--- src/rtl/cpu_pkg.sv ---
// Shared control-unit opcode encoding for the RISC core, plus memory-class decode helpers.
// Arbiter state encoding lives here so the bench and RTL agree on FETCH/DATA.
package cpu_pkg;

    typedef enum logic [5:0] {
        CU_LUI   = 6'd0,
        CU_AUIPC,
        CU_JAL,
        CU_JALR,
        CU_BEQ,
        CU_BNE,
        CU_BLT,
        CU_BGE,
        CU_BLTU,
        CU_BGEU,
        CU_LB    = 6'd10,
        CU_LH,
        CU_LW,
        CU_LBU,
        CU_LHU,
        CU_SB,
        CU_SH,
        CU_SW    = 6'd17,
        CU_ADDI,
        CU_SLTI,
        CU_SLTIU,
        CU_XORI,
        CU_ORI,
        CU_ANDI,
        CU_SLLI,
        CU_SRLI,
        CU_SRAI,
        CU_ADD,
        CU_SUB,
        CU_SLL,
        CU_SLT,
        CU_SLTU,
        CU_XOR,
        CU_SRL,
        CU_SRA,
        CU_OR,
        CU_AND,
        CU_ERROR
    } cuOPType;

    typedef enum logic {
        ST_FETCH = 1'b0,
        ST_DATA  = 1'b1
    } req_state_t;

    function automatic logic is_load(input cuOPType op);
        return (op == CU_LB) || (op == CU_LH) || (op == CU_LW) ||
               (op == CU_LBU) || (op == CU_LHU);
    endfunction

    function automatic logic is_store(input cuOPType op);
        return (op == CU_SB) || (op == CU_SH) || (op == CU_SW);
    endfunction

endpackage

--- src/rtl/request.sv ---
// Single-port RAM arbiter: one instruction fetch, then at most one load/store, per instruction.
// Each access completes on the first cycle busy_o is low; busy_o high stalls indefinitely.
module request
    import cpu_pkg::*;
(
    input  logic        CLK,
    input  logic        nRST,
    input  logic        busy_o,
    input  logic [31:0] imemaddr,
    input  logic [31:0] dmmaddr,
    input  logic [31:0] dmmstore,
    input  logic [31:0] ramload,
    input  cuOPType     cuOP,
    output logic        Ren,
    output logic        Wen,
    output logic [31:0] imemload,
    output logic [31:0] dmmload,
    output logic [31:0] ramaddr,
    output logic [31:0] ramstore
);

    req_state_t state;
    logic       op_is_store;

    always_ff @(posedge CLK or posedge nRST) begin
        if (nRST) begin
            state       <= ST_FETCH;
            op_is_store <= 1'b0;
            imemload    <= '0;
            dmmload     <= '0;
        end else begin
            case (state)
                ST_FETCH: begin
                    if (!busy_o) begin
                        imemload <= ramload;
                        // Memory class is captured here; cuOP may move on while DATA runs.
                        if (is_load(cuOP)) begin
                            state       <= ST_DATA;
                            op_is_store <= 1'b0;
                        end else if (is_store(cuOP)) begin
                            state       <= ST_DATA;
                            op_is_store <= 1'b1;
                        end
                    end
                end
                ST_DATA: begin
                    if (!busy_o) begin
                        if (!op_is_store) begin
                            dmmload <= ramload;
                        end
                        state <= ST_FETCH;
                    end
                end
                default: state <= ST_FETCH;
            endcase
        end
    end

    // Outputs are forced idle for the whole reset assertion, not just after the next edge.
    always_comb begin
        Ren      = 1'b0;
        Wen      = 1'b0;
        ramaddr  = '0;
        ramstore = '0;
        if (!nRST) begin
            if (state == ST_FETCH) begin
                ramaddr = imemaddr;
                Ren     = 1'b1;
            end else begin
                ramaddr = dmmaddr;
                if (op_is_store) begin
                    Wen      = 1'b1;
                    ramstore = dmmstore;
                end else begin
                    Ren = 1'b1;
                end
            end
        end
    end

endmodule

--- config.mk ---
export PLATFORM = sky130hd
export DESIGN_NAME = request
export DESIGN_NICKNAME = d
export VERILOG_FILES = /design/src/rtl/cpu_pkg.sv /design/src/rtl/request.sv
export SDC_FILE = /design/constraint.sdc
export NUM_CORES = 1
export LEC_CHECK = 0
export ABC_AREA = 0
export CORE_AREA = 2 2 102 104
export DETAILED_ROUTE_END_ITERATION = 10
export DIE_AREA = 0 0 104 106
export GPL_TIMING_DRIVEN = 0
export PLACE_DENSITY = 0.81
export REMOVE_ABC_BUFFERS = 1
export SETUP_SLACK_MARGIN = 0.02
export SLEW_MARGIN = 15
export SYNTH_ARGS = -nofsm -noshare
export SYNTH_HDL_FRONTEND = slang
export SYNTH_SLANG_ARGS = --single-unit
export TNS_END_PERCENT = 1
--- constraint.sdc ---
create_clock -name CLK -period 18.27 [get_ports CLK]
set_input_delay 5.481 -clock CLK [delete_from_list [all_inputs] [get_ports CLK]]
set_output_delay 5.481 -clock CLK [all_outputs]
set_load 0.01 [all_outputs]
==> metrics, run 1 <==
outcome complete, no violations; DRC errors left 0; DR WL/cell 17.88 µm; fill count 791; Req. time, crit path 12.79 ns; DR iter-0 viols 62; Clock transition at path regs 0.07 ns; H-tree Lvls 3; minimum clock period 13.49 ns; Arr. time, crit path 8.01 ns; r2r setup slk 16.26 ns; CTS Hold Bufs 0; Mean Syn Cell Area 12.35 µm²; Slew @ Worst Pin 0.8302 ns; slew margin rel. 44.59%; CORE AREA 0.01000 mm²; highest-count cells in the layout ignoring fill and taps clkdlybuf4s50_1, dfrtp_1, mux2_2; fin crit share 73.85%; top-area cell type share of the netlist area 51.44%; largest net degree at the start of global routing 38; CTS tree done; area delta synth->final 94.74%; clk_lat worst skew 0.33 ns; global-route usage over all layers 21.26%; Final Max Slew Viols 0; share of layout cells above drive strength 1 16.60%; fin util 62.53%; commonest non-fill, non-tap cell in the layout clkdlybuf4s50_1; Max Clk Rate 0.07412 GHz; RSZ-0062 raised after global routing no; critical-path maximum fanout 37; CTS sink count 66; die extent in y 106 µm; Hold Path Class reg -> reg; Reg2Reg Launch Point state; port buffer count 266; CP Launch Type input port; row count 37; placer congestion estimate 0.9095; GRT overflow 0; Max-Cap Viols 0; CTS buffer count 9; critical path's slowest cell and3_1; top post-synthesis cells by area dfrtp_1, mux2_2, mux2i_1; setup TNS 0 ns; cell count after synthesis 260; Crit path buffers/inverters 4; crit path kind in -> out; CTS resizes 0; Yosys warnings 0; crit path cell chain buf_2 -> inv_4 -> buf_12 -> and3_1 -> and2_1 -> clkdlybuf4s50_1; synthesized area 0.003211 mm²; Initial Utilization 32.11%; Top Ports 267; sequential share of the synthesized area 51.44%; vias in the first global route 3259; Seq cells post-synth 66; post-route ant nets 0; Static Leak 2.472 nW; min-delay src imemload[24]; DPL Wire Length 9599 µm; worst setup path startpoint nRST; Critical Path End Type output pin; PwrDens 80.53 mW/mm²; maximum VDD drop 0.00006992 V; Post-Route WL 11910 µm; Die W 104 µm; nets 662; Avg Vias per Cell 4.548; via count 3029; synth unique cells 22; Synth area leader dfrtp_1; CTS max path bufs 2; Critical Path Max Stage Delay 0.68 ns; Worst Skew 0.008855 ns; setup bufs post-CTS 0; CTS root buf clkbuf_8; initial antenna violation count 0; Pre-antenna DRT Iters 4; first-pass GRT wire length 18200 µm; Setup-failing EPs final 0; Final Hold Violating Endpoints 0; antenna fix cells 0; die area 0.01102 mm²; CP delay by family, top buffers and inverters
-- cell families (layout without fill, tap and decap cells) --
kind of cell	after synthesis	in the layout	synth area share, %
muxes	96	96	32.42
and+or+nand+nor	74	74	12.04
DFF	66	66	51.44
buffers and inverters	19	289	2.923
AOI/OAI and AO/OA	5	5	1.169
-- worst paths after layout --
kind / end / cells after the start
max reg2reg: dmmload[31] / 3
min in group asynchronous: imemload[22] / 2
min: imemload[24] / 1
max in group asynchronous: state / 3
min reg2reg: imemload[24] / 1
max: ramstore[1] / 6
-- metrics by stage --
| stage | power [W] | area (µm²) | std cells | hold slack [ns] | worst slack [ns] |
|---|---|---|---|---|---|
| after global routing | 0.0005309 | 6252 | 666 | 0.5163 | 4.520 |
| final | 0.0005035 | 6252 | 666 | 0.4962 | 4.778 |
| after floorplan | 0.0002657 | 3124 | 243 | 0.5288 | 4.937 |
| after detailed placement | 0.0003934 | 6066 | 650 | 0.4793 | 3.645 |
| after CTS | 0.0005111 | 6257 | 666 | 0.5007 | 3.643 |
| after global placement | 0.0003852 | 5957 | 645 | 0.4680 | 2.382 |
-- cell type report --
cell class | count | area, µm² | share of cell area (%)
repair buffers | 271 | 2751 | 44.01
clock buffers | 13 | 168.9 | 2.702
flip-flops and latches | 66 | 1653 | 26.44
multi-input cells | 175 | 1476 | 23.61
inverters | 2 | 10.01 | 0.1601
well taps | 136 | 170.2 | 2.722
clock inverters | 3 | 22.52 | 0.3602
-- layer usage --
metal	share of wire, %	global-route usage (%)	vias to the layer above
li1	-	-	1418
met2	50	37.27	136
met3	7.9	7.296	15
met5	0	0	-
met1	40	24.08	1460
met4	2.3	7.722	0
-- state kept, by name (all words and copies together) (netlist names) --
name	cells
imemload	32
dmmload	32
op_is_store	1
state	1
-- cell usage after synthesis --
master and number:
nor3_1 1, mux2_2 62, and3_1 1, nor2_1 35, nor2_2 1, clkbuf_1 7
a22o_1 1, o21ai_0 1, nor3b_2 1, buf_4 4, o211a_1 1, nand3_1 1
a311oi_1 1, and2_1 32, mux2_1 2, mux2i_1 32, or4b_4 1, inv_1 2
a21oi_1 1, nand2b_1 1, buf_2 6, dfrtp_1 66
-- report_power, final --
part,switching (W),leakage (nW),internal (W)
combinational,0.0000662,1.59,0.000124
sequential,0.0000179,0.786,0.000181
clock,0.0000536,0.0996,0.0000607
total,0.000138,2.47,0.000366
Power figures use the tool's default switching activity.
==> inputs of run 2 (changes only) <==
==> constraint.sdc (replaced) <==
create_clock -name CLK -period 13.8 [get_ports CLK]
set_input_delay 4.14 -clock CLK [delete_from_list [all_inputs] [get_ports CLK]]
set_output_delay 4.14 -clock CLK [all_outputs]
set_load 0.01 [all_outputs]
==> results of run 2 <==
The final DEF is identical to that of run 1. Status: complete, no violations.
Main changes from that run: setup slack after placement 3.645 ns -> 1.857 ns; setup slack after layout 4.778 ns -> 2.990 ns; register-to-register setup slack 16.26 ns -> 11.79 ns; total power 0.0005035 W -> 0.0006666 W; worst IR drop on VDD 0.00006992 V -> 0.00009257 V
